[config.mk]
export PLATFORM = sky130hd
export DESIGN_NAME = ntt_addr_sched_flat
export DESIGN_NICKNAME = d
export VERILOG_FILES = /design/src/rtl/ntt_addr_sched_if.sv /design/src/rtl/ntt_addr_sched.sv /design/src/flat_wrapper.sv
export SDC_FILE = /design/constraint.sdc
export NUM_CORES = 1
export LEC_CHECK = 0
export CELL_PAD_IN_SITES_DETAIL_PLACEMENT = 0
export CELL_PAD_IN_SITES_GLOBAL_PLACEMENT = 2
export CORE_MARGIN = 4
export CORE_UTILIZATION = 39
export CTS_CLUSTER_SIZE = 20
export DETAILED_ROUTE_END_ITERATION = 10
export PLACE_DENSITY_LB_ADDON = 0.1
export SLEW_MARGIN = 30
export SYNTH_ARGS = -nofsm -noshare
export SYNTH_HDL_FRONTEND = slang
export SYNTH_SLANG_ARGS = --single-unit
[constraint.sdc]
create_clock -name clk -period 5.11 [get_ports clk]
set_input_delay 1.022 -clock clk [delete_from_list [all_inputs] [get_ports clk]]
set_output_delay 1.022 -clock clk [all_outputs]
set_load 0.005 [all_outputs]
[src/rtl/ntt_addr_sched_if.sv]
// ntt_addr_sched_if: handshake and address bus of the NTT address scheduler.
//   start/mode/en    : request side (driven by the controller)
//   busy/done        : operation status
//   rd_* / tw_*      : coefficient RAM read addresses and twiddle ROM index
//   stage            : current read stage
//   wr_*             : write-back addresses, rd_* delayed by the datapath latency
interface ntt_addr_sched_if #(
    parameter int LOG_N = 8
);
    logic             start;
    logic [1:0]       mode;
    logic             en;
    logic             busy;
    logic             rd_valid;
    logic [LOG_N-1:0] rd_addr_a;
    logic [LOG_N-1:0] rd_addr_b;
    logic [LOG_N-2:0] tw_addr;
    logic             tw_neg;
    logic [2:0]       stage;
    logic             wr_valid;
    logic [LOG_N-1:0] wr_addr_a;
    logic [LOG_N-1:0] wr_addr_b;
    logic             done;

    modport master (
        output start, mode, en,
        input  busy, rd_valid, rd_addr_a, rd_addr_b, tw_addr, tw_neg, stage,
               wr_valid, wr_addr_a, wr_addr_b, done
    );

    modport slave (
        input  start, mode, en,
        output busy, rd_valid, rd_addr_a, rd_addr_b, tw_addr, tw_neg, stage,
               wr_valid, wr_addr_a, wr_addr_b, done
    );
endinterface

[src/rtl/ntt_addr_sched.sv]
// ntt_addr_sched: self-sequencing address scheduler for the Kyber polynomial
// unit. Walks stage/butterfly counters for forward NTT (Cooley-Tukey), inverse
// NTT (Gentleman-Sande) and basecase multiply, and delays each read pair
// PIPE_DEPTH enabled cycles to produce the matching write-back pair.
//   clk  : rising-edge clock
//   rst  : asynchronous active-low reset
//   bus  : ntt_addr_sched_if.slave (start/mode/en in; busy, rd_*, tw_*,
//          stage, wr_*, done out)
module ntt_addr_sched #(
    parameter int LOG_N      = 8,
    parameter int NUM_STAGES = LOG_N - 1,
    parameter int PIPE_DEPTH = 6,
    parameter int STAGE_GAP  = 0
) (
    input logic clk,
    input logic rst,
    ntt_addr_sched_if.slave bus
);
    localparam int N   = 1 << LOG_N;
    localparam int TWW = LOG_N - 1;
    localparam int GW  = (STAGE_GAP > 1) ? $clog2(STAGE_GAP) : 1;

    localparam logic [1:0] MODE_NTT  = 2'd0;
    localparam logic [1:0] MODE_INV  = 2'd1;
    localparam logic [1:0] MODE_MULT = 2'd2;
    localparam logic [1:0] MODE_RSV  = 2'd3;

    typedef enum logic [1:0] {IDLE, ISSUE, GAP, DRAIN} state_t;

    state_t           state, state_nx;
    logic [1:0]       mode_q, mode_nx;
    logic [2:0]       s_q, s_nx;
    logic [TWW-1:0]   j_q, j_nx;
    logic [GW-1:0]    gap_q, gap_nx;
    logic             rd_valid, pipe_empty, last_stage;

    // Delay line: index 1 is the newest entry, PIPE_DEPTH drives the wr_* port.
    logic [PIPE_DEPTH:1]            vld_pipe;
    logic [PIPE_DEPTH:1][LOG_N-1:0] a_pipe, b_pipe;

    logic [LOG_N-1:0] jx, len, g, o, a, b;
    logic [3:0]       sh;
    logic [TWW-1:0]   tw, tw_mask;
    logic             neg;

    assign rd_valid   = (state == ISSUE);
    assign pipe_empty = ~|vld_pipe;
    assign last_stage = (mode_q == MODE_MULT) || (s_q == 3'(NUM_STAGES - 1));

    // ---------------- FSM ----------------
    always_ff @(posedge clk or negedge rst) begin
        if (!rst) begin
            state  <= IDLE;
            mode_q <= MODE_NTT;
            s_q    <= '0;
            j_q    <= '0;
            gap_q  <= '0;
        end else begin
            state  <= state_nx;
            mode_q <= mode_nx;
            s_q    <= s_nx;
            j_q    <= j_nx;
            gap_q  <= gap_nx;
        end
    end

    always_comb begin
        state_nx = state;
        mode_nx  = mode_q;
        s_nx     = s_q;
        j_nx     = j_q;
        gap_nx   = gap_q;
        if (bus.en) begin
            case (state)
                IDLE: begin
                    if (bus.start && bus.mode != MODE_RSV) begin
                        state_nx = ISSUE;
                        mode_nx  = bus.mode;
                        s_nx     = '0;
                        j_nx     = '0;
                    end
                end
                ISSUE: begin
                    // j wraps to 0 naturally after N/2-1
                    j_nx = j_q + 1'b1;
                    if (&j_q) begin
                        if (last_stage) begin
                            state_nx = DRAIN;
                        end else if (STAGE_GAP > 0) begin
                            state_nx = GAP;
                            gap_nx   = '0;
                        end else begin
                            s_nx = s_q + 1'b1;
                        end
                    end
                end
                GAP: begin
                    if (gap_q == GW'(STAGE_GAP - 1)) begin
                        state_nx = ISSUE;
                        s_nx     = s_q + 1'b1;
                    end else begin
                        gap_nx = gap_q + 1'b1;
                    end
                end
                DRAIN: begin
                    if (pipe_empty) state_nx = IDLE;
                end
                default: state_nx = IDLE;
            endcase
        end
    end

    // ---------------- address generation ----------------
    // len is always a power of two, so g*2*len is a shift and a+len an OR.
    always_comb begin
        jx      = {1'b0, j_q};
        sh      = '0;
        len     = '0;
        g       = '0;
        o       = '0;
        a       = '0;
        b       = '0;
        tw      = '0;
        tw_mask = '0;
        neg     = 1'b0;
        case (mode_q)
            MODE_NTT: begin
                sh  = 4'(LOG_N - 1) - {1'b0, s_q};
                len = LOG_N'(1) << sh;
                g   = jx >> sh;
                o   = jx & (len - LOG_N'(1));
                a   = ((g << sh) << 1) | o;
                b   = a | len;
                tw  = (TWW'(1) << s_q) + g[TWW-1:0];
            end
            MODE_INV: begin
                sh      = {1'b0, s_q} + 4'd1;
                len     = LOG_N'(1) << sh;
                g       = jx >> sh;
                o       = jx & (len - LOG_N'(1));
                a       = ((g << sh) << 1) | o;
                b       = a | len;
                // (1 << (NUM_STAGES-s)) - 1 built as a mask so it never needs
                // the extra bit that 1 << NUM_STAGES would
                tw_mask = ~({TWW{1'b1}} << (4'(NUM_STAGES) - {1'b0, s_q}));
                tw      = tw_mask - g[TWW-1:0];
            end
            MODE_MULT: begin
                a   = {j_q, 1'b0};
                b   = {j_q, 1'b1};
                tw  = TWW'(N / 4) + (j_q >> 1);
                neg = j_q[0];
            end
            default: ;
        endcase
    end

    // ---------------- write-back delay line ----------------
    always_ff @(posedge clk or negedge rst) begin
        if (!rst) begin
            vld_pipe <= '0;
            a_pipe   <= '0;
            b_pipe   <= '0;
        end else if (bus.en) begin
            vld_pipe[1] <= rd_valid;
            a_pipe[1]   <= rd_valid ? a : '0;
            b_pipe[1]   <= rd_valid ? b : '0;
            for (int i = 2; i <= PIPE_DEPTH; i++) begin
                vld_pipe[i] <= vld_pipe[i-1];
                a_pipe[i]   <= a_pipe[i-1];
                b_pipe[i]   <= b_pipe[i-1];
            end
        end
    end

    // ---------------- outputs ----------------
    assign bus.busy      = (state != IDLE);
    assign bus.rd_valid  = rd_valid;
    assign bus.rd_addr_a = rd_valid ? a : '0;
    assign bus.rd_addr_b = rd_valid ? b : '0;
    assign bus.tw_addr   = rd_valid ? tw : '0;
    assign bus.tw_neg    = rd_valid & neg;
    assign bus.stage     = s_q;
    assign bus.wr_valid  = vld_pipe[PIPE_DEPTH];
    assign bus.wr_addr_a = a_pipe[PIPE_DEPTH];
    assign bus.wr_addr_b = b_pipe[PIPE_DEPTH];
    // done needs en so a stall on the final cycle cannot stretch the pulse
    assign bus.done      = (state == DRAIN) && pipe_empty && bus.en;
endmodule

[src/flat_wrapper.sv]
// flat-port wrapper written by rule: the top's interface ports become plain ports
module ntt_addr_sched_flat 
#(
    parameter int LOG_N      = 8,
    parameter int NUM_STAGES = LOG_N - 1,
    parameter int PIPE_DEPTH = 6,
    parameter int STAGE_GAP  = 0
)
  (clk, rst, bus_start, bus_mode, bus_en, bus_busy, bus_rd_valid, bus_rd_addr_a, bus_rd_addr_b, bus_tw_addr, bus_tw_neg, bus_stage, bus_wr_valid, bus_wr_addr_a, bus_wr_addr_b, bus_done);
  ntt_addr_sched_if #(.LOG_N(LOG_N)) bus_i ();
  input logic clk;
  input logic rst;
  input wire logic [$bits(bus_i.start)-1:0] bus_start;
  input wire logic [$bits(bus_i.mode)-1:0] bus_mode;
  input wire logic [$bits(bus_i.en)-1:0] bus_en;
  output wire logic [$bits(bus_i.busy)-1:0] bus_busy;
  output wire logic [$bits(bus_i.rd_valid)-1:0] bus_rd_valid;
  output wire logic [$bits(bus_i.rd_addr_a)-1:0] bus_rd_addr_a;
  output wire logic [$bits(bus_i.rd_addr_b)-1:0] bus_rd_addr_b;
  output wire logic [$bits(bus_i.tw_addr)-1:0] bus_tw_addr;
  output wire logic [$bits(bus_i.tw_neg)-1:0] bus_tw_neg;
  output wire logic [$bits(bus_i.stage)-1:0] bus_stage;
  output wire logic [$bits(bus_i.wr_valid)-1:0] bus_wr_valid;
  output wire logic [$bits(bus_i.wr_addr_a)-1:0] bus_wr_addr_a;
  output wire logic [$bits(bus_i.wr_addr_b)-1:0] bus_wr_addr_b;
  output wire logic [$bits(bus_i.done)-1:0] bus_done;
  assign bus_i.start = bus_start;
  assign bus_i.mode = bus_mode;
  assign bus_i.en = bus_en;
  assign bus_busy = bus_i.busy;
  assign bus_rd_valid = bus_i.rd_valid;
  assign bus_rd_addr_a = bus_i.rd_addr_a;
  assign bus_rd_addr_b = bus_i.rd_addr_b;
  assign bus_tw_addr = bus_i.tw_addr;
  assign bus_tw_neg = bus_i.tw_neg;
  assign bus_stage = bus_i.stage;
  assign bus_wr_valid = bus_i.wr_valid;
  assign bus_wr_addr_a = bus_i.wr_addr_a;
  assign bus_wr_addr_b = bus_i.wr_addr_b;
  assign bus_done = bus_i.done;
  ntt_addr_sched #(.LOG_N(LOG_N), .NUM_STAGES(NUM_STAGES), .PIPE_DEPTH(PIPE_DEPTH), .STAGE_GAP(STAGE_GAP)) u_core (.clk(clk), .rst(rst), .bus(bus_i));
endmodule
## Yosys cells after proc, flatten, opt, wreduce, memory -nomap -nowiden

Index checks and enable logic that the tools add are counted.

| operators by class | value |
|---|---|
| add/sub/neg operators | 10 |
| eq/ne operators | 13 |
| shift operators | 8 |
| muxes and demuxes | 21 |
| bitwise gates (word level) | 8 |
| reduce and logical (&&, ||, !) cells | 17 |

Operators by type and width:

| kind | number |
|---|---|
| case mux 8 bit (3 select lines) | 2 |
| bitwise OR 8 bit | 4 |
| case mux 7 bit (3 select lines) | 1 |
| bitwise AND 7 x 8 -> 8 bit | 2 |
| 2-to-1 mux 8 bit | 2 |
| left shift 1 x 4 -> 8 bit, first input constant | 2 |
| left shift 8 x 4 -> 7 bit | 2 |
| right shift 7 x 4 -> 8 bit | 2 |
| subtractor 8 x 1 -> 8 bit, second input constant | 2 |
| 2-to-1 mux 7 bit | 2 |
| case mux 7 bit (2 select lines) | 1 |
| 2-to-1 mux 3 bit | 4 |
| AND reduction 6 bit | 2 |
| 2-to-1 mux 2 bit | 5 |
| inequality test 2 bit, second input constant | 5 |
| case mux 3 bit (3 select lines) | 1 |
| case mux 2 bit (4 select lines) | 1 |
| adder 7 x 1 -> 7 bit, second input constant | 1 |
| adder 7 x 6 -> 7 bit, first input constant | 1 |
| adder 7 bit | 1 |
| inverter 7 bit | 1 |
| AND reduction 7 bit | 1 |
| left shift 1 x 3 -> 7 bit, first input constant | 1 |
| left shift 7 x 4 -> 7 bit, first input constant | 1 |
| 20 further kinds | 30 |

| storage, ports and cells | value |
|---|---|
| register bits after elaboration | 117 |
| bits of input ports | 6 |
| output and inout bits | 47 |
| word-level logic and storage cells | 95 |

## Depth between registers and ports, before layout

Gate-level depths: netlist of the first run.

| logic depth | value |
|---|---|
| depth after elaboration | 8 |
| gate-level depth with buffers | 15 |
| gate-level depth less buffers | 13 |

## Least setup slack after synthesis of the first run

OpenSTA, ideal clock, no wires.

| timing | value |
|---|---|
| path kind | flip-flop to output port |
| from | register u_core.s_q[0], in the netlist u_core.bus.stage[0] |
| to | output port bus_tw_addr[6] |
| arrival | 3.076 ns |
| data required time | 4.088 ns |
| setup slack | 1.012 ns |
| stages on the path, launching flop included | 16 |
| path buffers | 3 |
| cells stage by stage | dfrtp_1 > buf_2 > buf_2 > buf_1 > mux2i_1 > nand2_1 > nand3_1 > o221ai_1 > ha_1 > fa_1 > a211oi_1 > o21bai_1 > a21oi_1 > xor2_1 > nor2_1 > o22ai_1 |

| on the way | value |
|---|---|
| cells in the longest elaborated chain, start to end | 6 |
| elaborated cells between the ends (all ways) | 11 |
| those cells by class | add/sub: 4; shift: 4; mux: 2; bitwise: 1 |

Ends and longest elaborated chain:

| what | line | RTL |
|---|---|---|
| from (decl) | ntt_addr_sched.sv:32 | `logic [2:0] s_q, s_nx;` |
| from (signal assigned) | ntt_addr_sched.sv:61 | `s_q <= s_nx;` |
| subtractor 3 x 3 -> 4 bit | ntt_addr_sched.sv:128, ntt_addr_sched.sv:145 |  |
| left shift 7 x 4 -> 7 bit | ntt_addr_sched.sv:145 | `tw_mask = ~({TWW{1'b1}} << (4'(NUM_STAGES) - {1'b0, s_q}));` |
| inverter 7 bit | ntt_addr_sched.sv:145 |  |
| subtractor 7 bit | ntt_addr_sched.sv:146 | `tw = tw_mask - g[TWW-1:0];` |
| case mux 7 bit (3 select lines) * | ntt_addr_sched.sv:126 | `case (mode_q)` |
| 2-to-1 mux 7 bit * | ntt_addr_sched.sv:181 | `assign bus.tw_addr = rd_valid ? tw : '0;` |
| to (decl) | flat_wrapper.sv:20 | `output wire logic [$bits(bus_i.tw_addr)-1:0] bus_tw_addr;` |

Every way passes the cells marked *; elsewhere a longest branch is shown, timed or not.

## Worst setup path in the final report of the first run

| timing | value |
|---|---|
| from | register u_core.j_q[1] |
| to | output port bus_tw_addr[6] |

| on the way | value |
|---|---|
| cells in the longest elaborated chain, start to end | 4 |
| elaborated cells between the ends (all ways) | 7 |
| those cells by class | add/sub: 3; shift: 2; mux: 2 |

Ends and longest elaborated chain:

| what | line | RTL |
|---|---|---|
| from (decl) | ntt_addr_sched.sv:33 | `logic [TWW-1:0] j_q, j_nx;` |
| from (signal assigned) | ntt_addr_sched.sv:62 | `j_q <= j_nx;` |
| right shift 7 x 4 -> 8 bit, on equally long branches | ntt_addr_sched.sv:139, ntt_addr_sched.sv:130 |  |
| subtractor 7 bit or adder 7 bit (tied branches) | ntt_addr_sched.sv:146, ntt_addr_sched.sv:134 |  |
| case mux 7 bit (3 select lines) * | ntt_addr_sched.sv:126 |  |
| 2-to-1 mux 7 bit * | ntt_addr_sched.sv:181 |  |

Marks and branches as above.

==> results of run 1 <==
==> cells in the final DEF (no fill, tap or decap), drive strengths merged, types with 7 or more instances in the layout <==
master,synthesis,final
a21o,7,7
a21oi,28,28
buf,40,27
clkbuf,26,17
clkdlybuf4s50,0,50
dfrtp,117,117
ha,25,25
inv,18,25
mux2,94,94
mux2i,11,11
nand2,51,51
nand2b,7,7
nand3,19,19
nor2,47,47
nor2b,11,11
nor3,14,14
o21ai,24,24
o22ai,9,9
o2bb2ai,7,7
==> metal layers <==
layer | part of all wire (%) | wire [µm]
met1 | 47 | 8670
met2 | 46 | 8400
met3 | 5.5 | 1020
met4 | 2.0 | 371
met5 | 0 | 0
==> final timing paths <==
check | endpoint | cells past startpoint
min in group asynchronous | u_core.b_pipe[1]$_DFFE_PN0P_ | 1
max in group asynchronous | u_core.a_pipe[28]$_DFFE_PN0P_ | 2
setup reg to reg | u_core.b_pipe[3]$_DFFE_PN0P_ | 8
setup / recovery | bus_tw_addr[6] | 11
hold / removal | u_core.gap_q$_DFFE_PN0P_ | 1
hold reg to reg | u_core.gap_q$_DFFE_PN0P_ | 1
==> flip-flops by register name, summed over array words and instances (netlist names) <==
register              count
u_core.mode_q             2
u_core.gap_q              1
u_core.j_q                7
u_core.state              2
u_core.bus.wr_addr_a      8
u_core.vld_pipe           6
u_core.bus.stage          3
u_core.a_pipe            40
u_core.bus.wr_addr_b      8
u_core.b_pipe            40
==> cell families (layout without fill, tap and decap cells) <==
kind of cell / after synthesis / in the layout / synth area share [%]
simple gates: 179 / 179 / 12.9
compound gates: 129 / 129 / 13.6
flops: 117 / 117 / 42.6
mux: 107 / 107 / 17.7
buf+inv: 85 / 128 / 6.57
fa+ha+maj: 27 / 27 / 5.13
xor+xnor: 12 / 12 / 1.53
==> final cells by class <==
class                      count  area share [%]
inverter                      19           0.886
clock buffer                  17            5.28
clock inverter                15            1.79
timing repair buffer          77            8.78
sequential                   117            36.4
tap                          225            3.50
multi-input combinational    454            43.4
==> worst register-to-register path: stages (launching register included) <==
cell,delay [ns]
dfrtp_1,0.37
inv_1,0.35
ha_1,0.56
inv_1,0.32
nor3_1,0.10
nor3_1,0.24
nand4bb_1,0.25
a221oi_1,0.49
o2bb2ai_1,0.13
==> report_power, final <==
part	total, mW	internal (mW)	switching (mW)
logic	1.02	0.579	0.443
clock network	1.13	0.680	0.455
registers	1.42	1.21	0.206
total	3.58	2.47	1.10
==> flow_metrics.py, run 1 <==
metrics = {
    "floorplan": {
        "die_area_um2": 19800,
        "rows": 48,
        "initial_core_util_pct": 39.7,
        "die_x_um": 141,
        "pin_count": 53,
        "core_area_um2": 17300,
        "die_y_um": 141,
    },
    "global_route": {
        "antenna_found_initial": 0,
        "grt_pass1_wl_um": 30000,
        "grt-ovfl-total": 0,
        "grt.total_usage_pct": 19.5,
        "use_met2_pct": 30.3,
        "grt_pass1_vias": 5358,
        "grt_max_degree": 72,
        "gr-usage-met3_pct": 4.92,
        "use_met1_pct": 26.5,
        "grt-busiest-layer": "met2",
    },
    "clock_tree": {
        "tritoncts": "built",
        "postCtsSetupBuffers": 0,
        "clock_path_buffers": 2,
        "ctsResizeCount": 0,
        "worst_skew_pair.late_latency_ns": 0.41,
        "htreeDepth": 4,
        "numCtsBuffers": 17,
        "hold_buffers": 0,
        "path_clk_slew_ns": 0.06,
        "clock-sinks": 117,
        "cts_root_buf": "clkbuf_16",
    },
    "yosys": {
        "synthesis.nets": 689,
        "synth-edff-count": 0,
        "ys_seq_elements": 117,
        "ys_types": 74,
        "synth_largest_area_cell": "dfrtp_1",
        "yosysMostFrequentCell": "dfrtp_1",
        "synth_commonest_cells": "117 x dfrtp_1, 94 x mux2_2, 51 x nand2_1",
        "synthFlopType": "dfrtp_1",
        "ys_async_sr_fraction_pct": 100,
        "synth_top_area_share_pct": 42.6,
        "ys_seq_area_share_pct": 42.6,
        "avgSynthCellArea_um2": 10.5,
        "synthesis.area_um2": 6870,
        "synth.top_cells.by_area": "dfrtp_1 43%, mux2_2 15%, ha_1 4.6%",
        "syn_inst": 656,
        "yosys_warnings": 0,
    },
    "timing": {
        "setup-violations-final": 0,
        "max_freq_ghz": 0.210,
        "finalCriticalPeriod_ns": 4.76,
        "finalCritPeriodShare_pct": 93.2,
        "finalSetupTns_ns": 0,
        "hold_violations": 0,
        "whs_ns": 0.463,
        "slew_headroom_pct": 54.8,
        "skew_ns": 0.00927,
        "tightest_slew_ns": 0.678,
        "rsz0062_at_grt": "false",
        "drv_slew": 0,
        "layout_setup_ws_ns": 0.346,
    },
    "final_layout": {
        "fill_cells": 1637,
        "finalInstanceArea_um2": 8050,
        "finalNonFillerCells": 924,
        "fin_util_pct": 46.5,
        "register_area_um2": 2930,
        "drive_above_1_share_pct": 25.2,
        "multi_input_area_um2": 3490,
        "n_antenna_cell": 0,
        "area_growth_pct": 17.2,
        "fin_nets": 719,
    },
    "pwr": {
        "irDropWorstVdd_mv": 0.237,
        "leakage_nw": 3.48,
        "total_power_mw": 3.58,
        "power-per-cell-area_nw_per_um2": 444,
    },
    "detailed_routing": {
        "wirelength_um": 18500,
        "firstDrtPassIters": 5,
        "ant_nets": 0,
        "drt-wirelength-per-cell_um": 20.0,
        "drcViolationCount": 0,
        "num_vias": 5112,
        "first_iter_violations": 322,
        "routed_via_density": 5.53,
    },
    "critical_path": {
        "rr_startpoint": "u_core.bus.stage[0]$_DFFE_PN0P_",
        "worst-path-buf-inv": 1,
        "critPathTopFamily": "compound AO/OA/AOI/OAI gates",
        "reg2reg_slack_ns": 2.17,
        "cp_max_fo": 10,
        "crit_chain": "mux4_2, nand2_1, o21ai_0, fa_1, a211oi_1, o21bai_1, a21oi_1, xor2_1, nor2_1, o22ai_1, clkdlybuf4s50_1",
        "critical_path_class": "reg -> out",
        "slowest_stage": "dfrtp_1",
        "startpoint_type": "flop",
        "cp-end-kind": "output port",
        "crit_arrival_ns": 3.74,
        "cp-startpoint": "u_core.j_q[1]$_DFFE_PN0P_",
        "critical-path-max-stage-delay_ns": 0.55,
        "cp.required_ns": 4.09,
    },
    "placed_design": {
        "dp_hpwl_um": 13300,
        "dpl_cell_area_um2": 7480,
        "port_buffers": 52,
        "gp_congestion": 0.899,
        "placed_cells": 892,
        "post-place-ws_ns": 0.710,
    },
    "job": {
        "cap_violations": 0,
    },
    "worst_hold_path": {
        "hold_path_class": "reg -> reg",
        "min_from": "u_core.gap_q$_DFFE_PN0P_",
    },
    "status": {
        "run_status": "complete, no violations",
    },
}
Power figures use the tool's default switching activity.
==> run 2, diff against run 1 <==
Settings changed: SETUP_SLACK_MARGIN set to 0.3.
==> flow_metrics.py, run 2 (synthesis results as in run 1) <==
metrics = {
    "status": {
        "run_status": "complete, no violations",
    },
    "worst_hold_path": {
        "min_from": "u_core.gap_q$_DFFE_PN0P_",
        "holdPathStages": 1,
        "hold_path_end": "u_core.gap_q$_DFFE_PN0P_",
        "hold_path_class": "reg -> reg",
    },
    "critical_path": {
        "cp-end-kind": "output port",
        "startpoint_type": "flop",
        "crit-reg2reg-capture": "u_core.b_pipe[3]$_DFFE_PN0P_",
        "worst-path-buf-inv": 2,
        "r2r_cells": 8,
        "critPathTopFamily": "buffers and inverters",
        "path_common_cell": "ha_1",
        "cp.depth": 12,
        "cp.required_ns": 4.09,
        "reg2reg_slack_ns": 2.18,
        "critical-path-max-stage-delay_ns": 0.53,
        "slowest_stage": "clkdlybuf4s50_1",
        "critical_path_class": "reg -> out",
        "crit_chain": "inv_1, ha_1, nor2b_1, ha_1, fa_1, a211oi_2, o21bai_1, a21oi_1, xor2_1, nor2_1, o22ai_1, clkdlybuf4s50_1",
        "cp_max_fo": 12,
        "crit_arrival_ns": 3.65,
        "rr_startpoint": "u_core.bus.stage[0]$_DFFE_PN0P_",
    },
    "global_route": {
        "grt-ovfl-total": 0,
        "grt_max_degree": 72,
        "grt.total_usage_pct": 19.5,
        "antenna_found_initial": 0,
        "grt_pass1_wl_um": 30000,
        "grt_pass1_vias": 5358,
    },
    "placed_design": {
        "dp_hpwl_um": 13300,
        "gp_congestion": 0.899,
        "placed_cells": 892,
        "port_buffers": 52,
        "post-place-ws_ns": 0.710,
    },
    "final_layout": {
        "area_growth_pct": 17.9,
        "layout_common_cells": "113 x dfrtp_1, 94 x mux2_2, 51 x nand2_1",
        "top_regs": "u_core.a_pipe (40), u_core.b_pipe (40)",
        "final_common_cell": "dfrtp_1",
        "finalNonFillerCells": 929,
        "drive_above_1_share_pct": 26.6,
        "n_antenna_cell": 0,
        "fin_nets": 724,
    },
    "pwr": {
        "leakage_nw": 3.49,
        "irDropWorstVdd_mv": 0.237,
        "total_power_mw": 3.58,
        "power-per-cell-area_nw_per_um2": 442,
    },
    "timing": {
        "hold_violations": 0,
        "tightest_slew_ns": 0.677,
        "finalCritPeriodShare_pct": 91.5,
        "drv_slew": 0,
        "max_freq_ghz": 0.214,
        "finalCriticalPeriod_ns": 4.68,
        "setup-violations-final": 0,
        "slew_headroom_pct": 54.9,
        "finalSetupTns_ns": 0,
        "skew_ns": 0.00993,
        "rsz0062_at_grt": "true",
        "layout_setup_ws_ns": 0.434,
    },
    "floorplan": {
        "die_y_um": 141,
        "pin_count": 53,
        "core_area_um2": 17300,
        "rows": 48,
        "die_area_um2": 19800,
        "initial_core_util_pct": 39.7,
        "die_x_um": 141,
    },
    "clock_tree": {
        "htreeDepth": 4,
        "tritoncts": "built",
        "worst_skew_pair.late_latency_ns": 0.41,
        "clock_path_buffers": 2,
        "numCtsBuffers": 17,
        "clock-sinks": 117,
        "path_clk_slew_ns": 0.06,
        "cts_root_buf": "clkbuf_16",
        "hold_buffers": 0,
    },
    "detailed_routing": {
        "first_iter_violations": 320,
        "drt-met1-wl_um": 8680,
        "firstDrtPassIters": 5,
        "drcViolationCount": 0,
        "routed_via_density": 5.54,
        "dr_wl_met3_um": 1010,
        "num_vias": 5149,
        "wirelength_um": 18500,
        "routed.top_layer": "met4",
        "drt-wirelength-per-cell_um": 19.9,
        "dr_wl_met2_um": 8400,
        "ant_nets": 0,
    },
    "job": {
        "cap_violations": 0,
    },
}
[run 2: worst max path at each step]
stage               slack (ns)                            start               end
floorplan                 1.01  u_core.bus.stage[0]$_DFFE_PN0P_    bus_tw_addr[6]
global placement          0.80        u_core.j_q[1]$_DFFE_PN0P_    bus_tw_addr[6]
detailed placement        0.71  u_core.bus.stage[1]$_DFFE_PN0P_  bus_rd_addr_b[4]
CTS                       0.32        u_core.j_q[1]$_DFFE_PN0P_    bus_tw_addr[6]
global route              0.21  u_core.bus.stage[0]$_DFFE_PN0P_  bus_rd_addr_b[3]
finish                    0.43  u_core.bus.stage[0]$_DFFE_PN0P_    bus_tw_addr[6]
[run 2: metal layers]
layer / global-route usage [%] / vias to the layer above
li1: - / 2423
met1: 26.5 / 2556
met2: 30.3 / 142
met3: 4.92 / 28
met4: 6.68 / 0
met5: 0 / -
[run 2: final cells by class]
cell class,instances,area [µm²]
timing repair buffer,82,742
clock inverter,15,144
inverter,19,71.3
sequential,117,2930
clock buffer,17,425
tap,225,282
multi-input combinational,454,3500
fill,1635,9200
[run 2: power breakdown]
| part | internal [mW] | switching [mW] |
|---|---|---|
| clock network | 0.680 | 0.455 |
| logic | 0.581 | 0.444 |
| registers | 1.22 | 0.207 |
[run 2: worst register-to-register path, stage by stage, from the launching register on]
cell	delay (ns)
dfrtp_1	0.37
inv_1	0.34
ha_1	0.55
inv_1	0.32
nor3_1	0.10
nor3_1	0.23
nand4bb_1	0.25
a221oi_1	0.50
o2bb2ai_1	0.13
[run 2: timing repair]
action | CTS | global route
gates resized for setup | 1 | 7
hold endpoints to repair | 0 | 0
buffers inserted | 0 | 5
setup endpoints to repair | 2 | 7
[run 2: stage by stage]
stage | area (µm²) | hold slack (ns) | util, %
final | 8100 | 0.465 | 46.8
after global routing | 8100 | 0.488 | 46.8
after CTS | 8050 | 0.463 | 46.5
after detailed placement | 7480 | 0.449 | 43.2
after global placement | 7480 | 0.440 | 43.2
after floorplan | 6870 | 0.428 | -
